`config.mk`:
```
export PLATFORM = sky130hd
export DESIGN_NAME = frame_writer
export DESIGN_NICKNAME = d
export VERILOG_FILES = /design/src/rtl/frame_writer.sv
export SDC_FILE = /design/constraint.sdc
export NUM_CORES = 1
export LEC_CHECK = 0
export CORE_AREA = 8 8 116 118
export DETAILED_ROUTE_END_ITERATION = 7
export DIE_AREA = 0 0 124 126
export PLACE_DENSITY = 0.78
export SKIP_LAST_GASP = 1
export SYNTH_ARGS = -nofsm -noshare
export SYNTH_HDL_FRONTEND = slang
export SYNTH_SLANG_ARGS = --single-unit
```
`constraint.sdc`:
```
create_clock -name clk -period 3.4 [get_ports clk]
set_clock_uncertainty 0.1 [all_clocks]
set_input_delay 0.68 -clock clk [delete_from_list [all_inputs] [get_ports clk]]
set_output_delay 0.68 -clock clk [all_outputs]
set_load 0.05 [all_outputs]
```
`src/rtl/frame_writer.sv`:
```
// Pixel-stream to framebuffer writer: buffers (X,Y,colour) in a small FIFO,
// clips off-screen pixels and issues one-cycle RAM writes when the RAM is free.
module frame_writer #(
  parameter int H_RES   = 160,
  parameter int V_RES   = 120,
  parameter int DEPTH   = 4,
  parameter int ADDR_W  = 15,
  parameter int COLOR_W = 12
) (
  input  logic               clk,
  input  logic               reset,
  input  logic [7:0]         CounterX,
  input  logic [7:0]         CounterY,
  input  logic [COLOR_W-1:0] color,
  input  logic               valid,
  output logic               ready,
  input  logic               mem_busy,
  output logic [ADDR_W-1:0]  mem_addr,
  output logic [COLOR_W-1:0] mem_data,
  output logic               mem_wren,
  output logic               frame_done,
  output logic [7:0]         drop_count
);

  localparam int PTR_W = (DEPTH > 2) ? $clog2(DEPTH) : 1;
  localparam logic [ADDR_W-1:0] LAST_ADDR = ADDR_W'(H_RES * V_RES - 1);

  logic [ADDR_W-1:0]  fifo_addr_q  [DEPTH];
  logic [COLOR_W-1:0] fifo_color_q [DEPTH];
  logic [PTR_W-1:0]   wr_ptr_q, rd_ptr_q;
  logic [PTR_W:0]     count_q;
  logic [ADDR_W-1:0]  mem_addr_q;
  logic [COLOR_W-1:0] mem_data_q;
  logic               mem_wren_q, frame_done_q;
  logic [7:0]         drop_q;

  logic              in_range, push, store, pop;
  logic [ADDR_W-1:0] addr_in;

  // ready deliberately ignores valid and is forced low while reset is high
  assign ready    = !reset && (count_q < (PTR_W+1)'(DEPTH));
  assign push     = valid && ready;
  assign in_range = (32'(CounterX) < H_RES) && (32'(CounterY) < V_RES);
  assign store    = push && in_range;
  assign pop      = (count_q != '0) && !mem_busy;
  assign addr_in  = ADDR_W'(CounterY) * ADDR_W'(H_RES) + ADDR_W'(CounterX);

  always_ff @(posedge clk) begin
    if (store) begin
      fifo_addr_q[wr_ptr_q]  <= addr_in;
      fifo_color_q[wr_ptr_q] <= color;
    end
  end

  always_ff @(posedge clk) begin
    if (reset) begin
      wr_ptr_q     <= '0;
      rd_ptr_q     <= '0;
      count_q      <= '0;
      mem_addr_q   <= '0;
      mem_data_q   <= '0;
      mem_wren_q   <= 1'b0;
      frame_done_q <= 1'b0;
      drop_q       <= '0;
    end else begin
      if (store) wr_ptr_q <= wr_ptr_q + PTR_W'(1);
      if (pop) begin
        rd_ptr_q   <= rd_ptr_q + PTR_W'(1);
        mem_addr_q <= fifo_addr_q[rd_ptr_q];
        mem_data_q <= fifo_color_q[rd_ptr_q];
      end
      mem_wren_q   <= pop;
      frame_done_q <= pop && (fifo_addr_q[rd_ptr_q] == LAST_ADDR);
      case ({store, pop})
        2'b10:   count_q <= count_q + (PTR_W+1)'(1);
        2'b01:   count_q <= count_q - (PTR_W+1)'(1);
        default: count_q <= count_q;
      endcase
      if (push && !in_range && drop_q != 8'hFF) drop_q <= drop_q + 8'd1;
    end
  end

  assign mem_addr   = mem_addr_q;
  assign mem_data   = mem_data_q;
  assign mem_wren   = mem_wren_q;
  assign frame_done = frame_done_q;
  assign drop_count = drop_q;

endmodule

```
Yosys cells after proc, flatten, opt, wreduce, memory -nomap -nowiden
Memories as Yosys holds them, arrays and structs flattened. A register that Yosys moved wholly into a read port is not among the register bits.
Cells that the tools add are included.
Widths: inputs -> output; s select.
{"block": "classes", "addsub": 6, "mul": 1, "magnitude_cmp": 3, "eq_ne": 4, "n_mux": 5, "reduce_logical": 13}
{"cell": "$add 15x8->15", "count": 1}
{"cell": "$eq 15x15->1 const B", "count": 1}
{"cell": "$mul 8x3->10 const B", "count": 1}
{"cell": "$add 8x1->8 const B", "count": 1}
{"cell": "$logic_and 1x1->1", "count": 8}
{"cell": "$lt 8x7->1 const B", "count": 1}
{"cell": "$lt 8x8->1 const B", "count": 1}
{"cell": "$ne 8x8->1 const B", "count": 1}
{"cell": "$pmux 3 s2", "count": 1}
{"cell": "$add 2x1->2 const B", "count": 2}
{"cell": "$mux 2", "count": 2}
{"cell": "$add 3x1->3 const B", "count": 1}
{"cell": "$logic_not 1->1", "count": 3}
{"cell": "$lt 3x3->1 const B", "count": 1}
{"cell": "$reduce_bool 3->1", "count": 1}
{"cell": "$sub 3x1->3 const B", "count": 1}
{"cell": "$eq 2x1->1 const B", "count": 1}
{"cell": "$eq 2x2->1 const B", "count": 1}
{"cell": "$mux 1", "count": 2}
{"cell": "$reduce_bool 2->1", "count": 1}
{"block": "word_totals", "register_bits": 32, "ram_bits": 108, "inputBits": 32, "word_cells": 41, "memories": 2}
{"name": "fifo_addr_q", "words": 4, "word_bits": 15, "read_ports": 1, "rd_clocked_by_memory_dff": 1, "write_ports": 1, "line": "28", "source": "logic [ADDR_W-1:0] fifo_addr_q [DEPTH];"}
{"name": "fifo_color_q", "words": 4, "word_bits": 12, "read_ports": 1, "rd_clocked_by_memory_dff": 1, "write_ports": 1, "line": "29", "source": "logic [COLOR_W-1:0] fifo_color_q [DEPTH];"}

Longest topological paths before layout
Gate-level depths: netlist (run 1).
{"block": "depth", "depth_word": 6, "depth_mapped": 11, "mapped_depth_nobuf": 10}

Worst setup path before layout (run 1)
No wires, ideal clock.
{"block": "synth_path", "path_type": "input to register", "start": "input reset", "end": "memory fifo_addr_q[0][0] (enable)", "setup_time_ns": 0.386, "t_arrival_ns": 2.504, "required_time_ns": 2.914, "slack_ns": 0.410, "stages": 5, "path_buffers": 1, "path_cell_list": "buf_2 > nor2_2 > nand2_1 > nor2_2 > and2_1"}
{"block": "synth_via", "elab_chain_cells": 6}
{"element": "start: declaration", "line": "11", "source": "input logic reset,"}
{"element": "$logic_not 1->1", "line": "41", "source": "assign ready = !reset && (count_q < (PTR_W+1)'(DEPTH));"}
{"element": "$logic_and 1x1->1", "line": "41"}
{"element": "net ready", "line": "16", "source": "output logic ready,"}
{"element": "$logic_and 1x1->1", "line": "42", "source": "assign push = valid && ready;"}
{"element": "$logic_and 1x1->1", "line": "44", "source": "assign store = push && in_range;"}
{"element": "$mux 1", "line": "49", "source": "if (store) begin"}
{"element": "$mux 1 (not written as such)", "line": "50", "source": "fifo_addr_q[wr_ptr_q] <= addr_in;"}
{"element": "end: declaration", "line": "28"}
The timed path passes the listed nets, and every way through them passes these cells.

Final worst setup path (run 1)
{"block": "layout_path", "start": "input CounterY[1]", "end": "memory fifo_addr_q[2][14] (data pin)"}
{"block": "layout_via", "elab_chain_cells": 2}
{"element": "start: declaration", "line": "13", "source": "input logic [7:0] CounterY,"}
{"element": "$mul 8x3->10", "line": "46", "source": "assign addr_in = ADDR_W'(CounterY) * ADDR_W'(H_RES) + ADDR_W'(CounterX);"}
{"element": "$add 15x8->15", "line": "46"}
{"element": "net addr_in[14]", "line": "38", "source": "logic [ADDR_W-1:0] addr_in;"}
The timed path passes the listed nets, and every way through them passes these cells.

==> impl_summary.md, run 1 <==
Floorplan
The floorplan core area is 11700 um2. In this run the vertical extent of the chip is 126 um. The effective utilization at floorplan is 53.9%.

The floorplan step defined a die boundary enclosing 15600 um2. The horizontal die dimension is 124 um. The top-level I/O count is 70. The total number of placement rows is 40.

Synthesis
The proportion of register bits with asynchronous set or reset after synthesis is 0%. The main flop type after synthesis is sky130_fd_sc_hd__edfxtp_1. The mapped cell area is 6310 um2. Averaged over all synthesized cells, the footprint is 14.8 um2. The number of enable flip-flop cells after synthesis is 108. The number of nets handed over by synthesis was 483. The post-synthesis cell count is 427. Yosys printed 0 warnings.

The unique cell type count in the Yosys netlist is 46. Sequential elements use 66.0% of the synthesized area. The number of synthesized register bits is 154.

Route
Across all layers, the routed design uses 3725 vias. The detailed-route wire length is 12200 um. The routed wirelength normalized by instance count is 18.1 um. The via density per instance is 5.52. In this run the remaining antenna-violating nets after routing total 0. After the first detailed-routing iteration, the DRC count stood at 273. The total DRC errors in the routed layout is 0. The first-pass iteration count of the detailed router is 5.

Final layout
The antenna cell count is 0. In the layout the commonest cells are sky130_fd_sc_hd__edfxtp_1 (108), sky130_fd_sc_hd__clkdlybuf4s50_1 (68), sky130_fd_sc_hd__nand2_1 (63). The library cell used most frequently in the layout, excluding fill and tap cells, is sky130_fd_sc_hd__edfxtp_1. The multi-input combinational cells in the finished layout cover a total of 2000 um2. The final standard cell area without fillers is 7860 um2. After filler insertion, the fill cell instance count of the layout stands at 816. Summing all flip-flop and latch instances after layout gives 4160 um2. The final cell count without fillers is 675. Cells with a size suffix above 1 make up 15.2% of the layout. Relative to the synthesized area, the layout overhead comes to 24.5%. The utilization after layout is 67.1%. The count of nets after finishing is 571.

Setup path
The arrival time of data at the critical path endpoint is 3.20 ns. Along the worst path, the maximum fanout reaches 4. For the worst setup path, the data required time is 3.52 ns. The type of the setup path with the least slack is input pin to flip-flop. The worst setup path is captured at a flip-flop. The type of origin of the critical path is an input pin.

CTS
The number of H-tree levels is 4. Counting every sink on the clock net gives 154. The insertion delay of the later-clocked pin in the worst-skew pair is 0.41 ns. TritonCTS built the clock tree.

TritonCTS created 17 clock buffers. The clock transition at the registers of the reported paths is 0.06 ns. The number of buffers between clock root and the deepest sink is 2. The buffer count from post-CTS setup fixing is 0. The number of hold buffers added after CTS was 0. The quantity of gates resized following cts is 0. The CTS root buffer is sky130_fd_sc_hd__clkbuf_16.

STA
Across all setup checks in the final design, the least slack found is 0.319 ns. Summed over all failing endpoints, the final setup total negative slack is 0 ns. The final number of max-transition violations is 0.

The fraction of the cycle the final worst path needs is 90.6%. The transition time of the tightest slew-check pin is 0.938 ns. The number of endpoints with negative hold slack in the final report is 0. The tightest hold path in the finished design has a slack of 0.351 ns. The relative slew slack is 37.4%.

The final setup violation count is 0. Setup repair after global routing left no endpoint under its margin. The final period demand of the worst path is 3.08 ns. The achievable frequency is 325 MHz.

Global route
The largest net degree at the start of global routing is 45. The number of antenna violations at the first check in global routing came to 0. The via count of the first global-routing pass came to 3854. After global routing the overflow that remains totals 0. Across every metal layer, demand over resource in global routing totals 16.4%. The first-pass GRT wire length is 19700 um.

Placed design
The placer congestion estimate is 0.773. Once detailed placement completed, the half-perimeter wirelength came to 8120 um. The placed instances occupy a cell area of 7260 um2.

The worst setup timing slack at the placement stage is -0.0823 ns. Once placement completed, the tool counted placed cells totaling 643. In this run the tool buffered the top-level ports with 69 buffer cells.

Job
Max-cap violations in this run came to 0.

Hold path
The worst hold path class is flip-flop to flip-flop.

Power
The maximum vdd ir drop is 0.361 mV. For this design the static power due to leakage is 2.64 nW. Power comes to 4.77 mW. The total power divided by cell area is 606 nW/um2.

Outcome
The flow ran to the end, and the final reports show no timing, DRC or antenna violations.
==> worst paths after layout <==
kind / cells past startpoint / slack, ns / endpoint / start
min: 2 / 0.35 / mem_data[1]$_SDFFE_PP0P_ / mem_data[1]$_SDFFE_PP0P_
max reg2reg: 10 / 1.18 / count_q[2]$_SDFFE_PP0P_ / count_q[2]$_SDFFE_PP0P_
min reg2reg: 2 / 0.35 / mem_data[1]$_SDFFE_PP0P_ / mem_data[1]$_SDFFE_PP0P_
max: 9 / 0.32 / fifo_addr_q[2][14]$_DFFE_PP_ / CounterY[1]
==> where the power goes <==
part | switching (mW) | leakage, nW | internal [mW]
clock | 0.727 | 0.277 | 1.16
combinational | 0.413 | 1.02 | 0.305
sequential | 0.0676 | 1.35 | 2.10
total | 1.21 | 2.64 | 3.56
==> registers in the layout (all words and copies together) (netlist names), named ones only <==
register and cells:
fifo_addr_q 60, fifo_color_q 48, mem_addr 15, mem_data 12
drop_count 8, count_q 3, rd_ptr_q 2, wr_ptr_q 2
frame_done 1, mem_wren 1
==> Yosys cell counts (all sizes together) (3+ instances only) <==
library cell  instances  area [um2]
xor2                  6        52.6
nand4                 3        18.8
nor3                  4        20.0
fa                    3        60.1
and2                  4        25.0
nor2                 26         105
clkbuf                4        15.0
dfxtp                46         921
edfxtp              108        3240
mux4                 27         619
nand3                 5        25.0
o21ai                 8        40.0
nand2                63         236
inv                  13        48.8
a21oi                34         170
buf                  13        86.3
ha                   21         263
xnor2                15         131
==> kinds of logic after synthesis <==
kind of cell               synth area share, %
AOI/OAI and AO/OA                         4.46
xor gates and xnor gates                  2.91
adders and majority gates                 5.11
buffers and inverters                     2.38
DFF                                       66.0
muxes                                     10.1
and+or+nand+nor                           9.06
==> per-layer routing <==
layer | GRT usage (%) | vias up | routed length, um
met2 | 28.0 | 109 | 6300
met4 | 6.16 | 0 | 137
met3 | 3.66 | 14 | 785
met5 | 0 | - | 0
met1 | 19.8 | 1843 | 4960
li1 | - | 1759 | -
==> layout make-up <==
cell class | count | share of cell area [%]
flip-flops and latches | 154 | 53.0
multi-input cells | 243 | 25.4
repair buffers | 86 | 11.0
clock buffers | 18 | 5.46
well taps | 147 | 2.34
clock inverters | 14 | 2.18
inverters | 13 | 0.621
==> worst max-delay path: stages <==
cell and delay (ns):
sky130_fd_sc_hd__clkdlybuf4s50_1 0.46, sky130_fd_sc_hd__ha_1 0.32, sky130_fd_sc_hd__ha_1 0.23, sky130_fd_sc_hd__fa_1 0.41, sky130_fd_sc_hd__a211oi_1 0.36, sky130_fd_sc_hd__nor2_1 0.10
sky130_fd_sc_hd__xor2_1 0.22, sky130_fd_sc_hd__nand4_1 0.14, sky130_fd_sc_hd__xnor2_1 0.26
Note: power is estimated with default switching activity, not from simulation.
==> inputs of run 2 (changes only) <==
GPL_TIMING_DRIVEN = 0   (was default)
==> impl_summary.md, run 2 (synthesis gave the netlist of run 1 again) <==
Route
For this run, design rule violations remaining after detail routing come to 0. The detailed-route wire length is 12500 um. After detailed routing, the average wire length per cell comes to 18.5 um. The detailed-route via count is 3686. The first TritonRoute pass finished after 4 iterations. In the routed layout, each cell is associated on average with a via count of 5.47. The number of routed nets with antenna violations is 0. In this run, the number of DRC markers left after iteration 0 of detailed routing was 273.

Final layout
The antenna cell count is 0. Leaving out fill and tap cells, the most frequent cells in the layout are sky130_fd_sc_hd__edfxtp_1 (108), sky130_fd_sc_hd__clkdlybuf4s50_1 (68), sky130_fd_sc_hd__nand2_1 (63). Measured on the finished design, the core utilization comes to 66.0%. Once layout is complete, the cells apart from fillers number 674. The footprint of the multi-input gates is 2010 um2.

More flip-flops sit in one register than any other, and that register is fifo_addr_q. The net count of the finished layout is 570. The area used by sequential logic in the layout is 4160 um2. After filler insertion, the fill cell instance count of the layout stands at 818. Of the cells placed in the final design, the portion with a size suffix greater than 1 is 14.2%.

The register with the most flip-flops in the layout has 60 of them. The library cell used most frequently in the layout, excluding fill and tap cells, is sky130_fd_sc_hd__edfxtp_1. The area growth from synthesis to layout is 22.4%.

Outcome
The flow ran to the end, and the final reports show no timing, DRC or antenna violations.

STA
Setup violations remaining at the end of the flow were counted as 0. The slack of the critical path is 0.231 ns. The final number of max-transition violations is 0.

Setup repair after global routing left no endpoint under its margin. The final period demand of the worst path is 3.17 ns. The number of endpoints with negative hold slack in the final report came to 0. In this run the tightest slew margin relative to its limit is 48.8%.

The fraction of the cycle the final worst path needs is 93.2%. The achievable frequency is 316 MHz. The transition time of the tightest slew-check pin is 0.768 ns. The final setup TNS is 0 ns.

CTS
The clock tree synthesis step divided the H-tree into 4 levels. The total CTS buffers is 17. The CTS tree is built. The quantity of gates resized following cts is 0.

The number of hold buffers added after CTS is 0. The root buffer cell chosen for the clock tree is sky130_fd_sc_hd__clkbuf_16. Post-CTS timing repair inserted 0 buffers for setup. For this design, the sink count on the clock tree is 154.

After clock tree synthesis, the clock-pin slew on the worst setup and hold paths is 0.06 ns. The clock passes through at most 2 buffers. The insertion delay of the later-clocked pin in the worst-skew pair is 0.42 ns.

Job
Max-cap violations in this run came to 0.

Power
The leakage power is 2.57 nW. The fraction of power spent switching nets is 26.2%. In this run the power spent charging and discharging nets is 1.21 mW. The total power draw is 4.62 mW. Power spread over the standard cell area amounts to 597 nW/um2. VDD sags by at most 0.397 mV.

Per report_power, the combinational group accounts for 16.6% of the total. The share of total power dissipated in the clock network is 37.2%. The cell internal power dissipation is 3.41 mW.

The sequential power share is 46.2%.

Placed design
Once detailed placement completed, the half-perimeter wirelength came to 8450 um. The count of buffers inserted at the top-level ports is 68. The post-placement cell count is 642. The worst setup timing slack at the placement stage is -0.213 ns.

At the end of routability-driven placement, the weighted congestion stood at 0.752.

Floorplan
The initial utilization of the core area, before any placement, comes to 53.9%. The floorplan core area is 11700 um2. The overall die height is 126 um.

The horizontal die dimension is 124 um. After floorplanning, the core was divided into 40 placement rows. The top-level I/O count is 70. The area enclosed by the die boundary is 15600 um2.

Setup path
The required time at the worst-slack endpoint is 3.49 ns. The type of the setup path with the least slack is input pin to flip-flop. In this run the worst path has a maximum fanout of 4. The capturing element type of the critical path is a flip-flop.

For the worst setup path, the data arrival time is 3.26 ns. STA classifies the critical path startpoint as an input pin. The register-to-register path setup slack is 0.81 ns.

Global route
Summed over all layers, the global routing overflow is 0. The met1 track demand over resource in global routing is 19.3%. The overall global routing resource usage is 16.7%. The number of antenna violations at the first check in global routing is 0. The first-pass GRT wire length is 19700 um.

For this run, global-route usage on met3 was measured as 3.93%. The largest net degree at the start of global routing is 28. Global routing consumed, on the met2 layer, 28.8% of the routing resources. The global routing stage identified its most utilized layer as met2.

The via count of the first global-routing pass came to 3946.

Hold path
The worst hold path class is flip-flop to flip-flop.
==> run 2: layout make-up <==
cell class                      count  share of cell area [%]
Multi-Input combinational cell    243                    26.0
Tap cell                          147                    2.38
Buffer                             17                    1.31
Timing Repair Buffer               68                    8.81
Clock buffer                       20                    5.65
Clock inverter                     12                    1.31
Inverter                           13                   0.631
Sequential cell                   154                    53.9
==> run 2: path summary, 6_finish.rpt <==
check,from,endpoint,cells after the start
worst max-delay path,CounterY[3],fifo_addr_q[2][13]$_DFFE_PP_,9
worst min-delay path,mem_data[0]$_SDFFE_PP0P_,mem_data[0]$_SDFFE_PP0P_,2
worst max register to register,count_q[2]$_SDFFE_PP0P_,count_q[2]$_SDFFE_PP0P_,10
worst min register to register,mem_data[0]$_SDFFE_PP0P_,mem_data[0]$_SDFFE_PP0P_,2
==> run 2: worst max-delay path: stages <==
cell	delay [ns]
sky130_fd_sc_hd__clkdlybuf4s50_1	0.52
sky130_fd_sc_hd__ha_1	0.25
sky130_fd_sc_hd__ha_1	0.23
sky130_fd_sc_hd__fa_1	0.41
sky130_fd_sc_hd__a211oi_1	0.33
sky130_fd_sc_hd__nor2_1	0.11
sky130_fd_sc_hd__xor2_1	0.25
sky130_fd_sc_hd__nand3_1	0.13
sky130_fd_sc_hd__xnor2_1	0.35
==> run 2: layer usage <==
| metal | part of all wire, % | routed length [um] |
|---|---|---|
| met1 | 42 | 5190 |
| met2 | 52 | 6460 |
| met3 | 5.3 | 659 |
| met4 | 1.3 | 162 |
| met5 | 0 | 0 |
==> run 2: power groups by stage <==
| stage | registers, mW | logic [mW] | clock network [mW] |
|---|---|---|---|
| floorplan | 2.29 | 0.407 | 0 |
| global placement | 2.17 | 0.746 | 0 |
| detailed placement | 2.17 | 0.766 | 0 |
| CTS | 2.13 | 0.771 | 1.74 |
| global route | 2.14 | 0.823 | 1.81 |
| finish | 2.13 | 0.767 | 1.72 |
==> run 2: metrics by stage <==
| step | instance area (um2) | hold WS (ns) |
|---|---|---|
| after global routing | 7730 | 0.383 |
| after CTS | 7720 | 0.355 |
| after global placement | 7180 | 0.341 |
| after floorplan | 6310 | 0.381 |
| final | 7730 | 0.353 |
| after detailed placement | 7180 | 0.347 |
==> inputs of run 3 (changes only) <==
CORE_AREA = 8 8 114 116   (was 8 8 116 118)
DIE_AREA = 0 0 122 124   (was 0 0 124 126)
DONT_BUFFER_PORTS = 1   (was default)
PLACE_DENSITY = 0.72   (was 0.78)
==> impl_summary.md, run 3 (synthesis gave the netlist of run 1 again) <==
Outcome
The run finished with clean final reports.

Power
The leakage power is 2.33 nW. In this run the power density over the cells is 634 nW/um2. The maximum vdd ir drop is 0.419 mV.

Setup path
The slowest stage of the critical path belongs to the cell sky130_fd_sc_hd__nor2_2. The register-to-register path setup slack is 0.65 ns. The worst flop-to-flop path startpoint is count_q[2]$_SDFFE_PP0P_. Along the worst path, the maximum fanout reaches 9. The type of origin of the critical path is an input pin.

The number of cells on the worst reg-to-reg path is 10. Traced cell by cell, the critical path runs through buf_2 -> nor2_2 -> nand2_1 -> nor2_2 -> inv_1 -> ha_1 -> inv_1 -> fa_1 -> xor2_1 -> or3_1 -> a21oi_1. The required time at the worst-slack endpoint is 3.64 ns. The delay contributed by the slowest stage of the critical path is 0.51 ns. In this run the critical register-to-register path is captured at count_q[2]$_SDFFE_PP0P_. For the worst setup path, the data arrival time is 3.05 ns. By startpoint and endpoint, the worst setup path is classified as input pin to flip-flop.

The worst setup path is captured at a flip-flop.

Floorplan
The effective utilization at floorplan is 56.5%. The floorplan has 39 rows. 70 I/O pins were placed. The horizontal die dimension is 122 um.

The floorplan step defined a core boundary enclosing 11200 um2. The floorplan step set the die height to 124 um. The area enclosed by the die boundary is 15100 um2.

Placed design
The post-placement cell count is 570. After legalization and detailed placement, the total HPWL measured 7860 um. During placement, the flow inserted port buffers numbering 0. The placer congestion estimate is 0.736.

Global route
The via count of the first global-routing pass is 3609. The total overflow left after global routing is 0. The number of antenna violations at the first check in global routing is 0. The overall global routing resource usage is 16.5%. Entering global routing, the biggest net connects 28 pins. The first-pass GRT wire length is 18700 um.

Hold path
The startpoint identified for the worst hold timing path is color[2]. The worst hold path was traced through 0 stages. For hold timing, the worst endpoint is fifo_color_q[2][2]$_DFFE_PP_.

The worst hold path belongs to the class input pin to flip-flop.

STA
The final number of max-transition violations is 0. After routing, the total negative slack on setup checks comes to 0 ns. Setup repair after global routing left no endpoint under its margin. The final period demand of the worst path is 2.81 ns. The number of endpoints with negative hold slack in the final report was 0. Headroom to the max-slew limit came out at 47.1%. The final setup violation count is 0. Timing would allow up to 356 MHz. At the pin with the least slew margin, the transition time is 0.793 ns. The worst path uses 82.6% of the clock period.

Route
The detail route stage leaves a number of antenna-violating nets equal to 0. In the final routed layout, each cell accounts on average for 19.6 um. In this run, the number of DRC markers left after iteration 0 of detailed routing was 169.

For this run, design rule violations remaining after detail routing come to 0. In the routed layout, each cell is associated on average with a via count of 5.68. Summing over every cut layer, the via total after detailed routing is 3418.

The detailed-route wire length is 11800 um. The first detailed-routing pass ran for 4 iterations.

Final layout
The register ranked first by flip-flop count is fifo_addr_q. The flip-flop count of the largest register after layout is 60. The proportion of layout cells with a drive suffix above 1 is 16.6%. The final-layout fill cell count is 780. The count of nets after finishing is 502. The layout-stage area growth over the synthesis result is 11.3%. The number of antenna diodes in the final layout is 0. In the layout the commonest cells are sky130_fd_sc_hd__edfxtp_1 (108), sky130_fd_sc_hd__nand2_1 (63), sky130_fd_sc_hd__dfxtp_1 (46).

In the final layout, the multi-input gates occupy 2000 um2. The most common cell after layout, fill and taps aside is sky130_fd_sc_hd__edfxtp_1. The area used by sequential logic in the layout is 4160 um2. The final cell count without fillers is 602.

CTS
The number of H-tree levels is 4. The clock transition at the registers of the reported paths is 0.06 ns. The clock sink count is 154. Hold repair after CTS inserted 0 buffers. The cell sitting at the root of the clock tree is a sky130_fd_sc_hd__clkbuf_16. The buffer count from post-CTS setup fixing is 0. At the later pin of the worst-skew pair, clock insertion delay measures 0.41 ns.

The total CTS buffers is 17. Post-CTS repair changed the size of 0 cells. In this run the deepest clock path goes through 2 buffers. The CTS tree is built.

Job
The tool flagged a number of max-cap violations equal to 0.
run 3: cell types whose count changed in the layout (fill, tap and decap cells not counted), sizes merged:
cell / change
clkinv: +5
clkinvlp: -4
inv: +1
clkbuf: -1
clkdlybuf4s50: -68
bufinv: -1
run 3: area by class of cell:
class	count	area share (%)
tap	143	2.55
inverter	13	0.694
sequential	154	59.2
multi-input combinational	243	28.5
buffer	17	1.44
clock buffer	19	6.16
clock inverter	13	1.41
run 3: worst max-delay path by stage:
stage | start | to | slack [ns] | depth (start not counted)
2_1_floorplan | reset | fifo_addr_q[0][0]$_DFFE_PP_ | 0.41 | 5
3_3_place_gp | reset | fifo_color_q[3][9]$_DFFE_PP_ | -0.29 | 5
3_5_place_dp | reset | count_q[2]$_SDFFE_PP0P_ | 0.19 | 11
4_1_cts | reset | count_q[2]$_SDFFE_PP0P_ | 0.61 | 11
5_1_grt | reset | count_q[2]$_SDFFE_PP0P_ | 0.44 | 11
6_report | reset | count_q[2]$_SDFFE_PP0P_ | 0.59 | 11
run 3: power by group:
group	internal, mW	switching, mW
combinational	0.218	0.292
clock	0.937	0.741
sequential	2.10	0.171
run 3: stage by stage:
| stage | setup slack [ns] | util (%) | cell area, um2 | hold slack, ns | power [mW] |
|---|---|---|---|---|---|
| after floorplan | 0.410 | - | 6310 | 0.381 | 2.70 |
| after global placement | -0.286 | 58.1 | 6490 | 0.400 | 2.81 |
| after detailed placement | 0.187 | 58.1 | 6500 | 0.432 | 2.82 |
| after CTS | 0.612 | 62.9 | 7030 | 0.242 | 4.48 |
| after global routing | 0.442 | 62.9 | 7030 | 0.238 | 4.62 |
| final | 0.591 | 62.9 | 7030 | 0.256 | 4.46 |
run 3: worst max-delay path: cells and delay by family:
family                     cells  cell delay [ns]
buffers and inverters          3             0.31
xor gates and xnor gates       1             0.08
AOI/OAI and AO/OA              1             0.15
adders and majority gates      2             0.40
and+or+nand+nor                4             1.42
run 3: per-layer routing:
layer / up-vias / global-route usage (%) / part of all wire (%)
met4: 0 / 6.55 / 1.5
met1: 1706 / 18.9 / 42
met2: 78 / 27.9 / 50
met3: 15 / 5.94 / 6.8
li1: 1619 / - / -
met5: - / 0 / 0
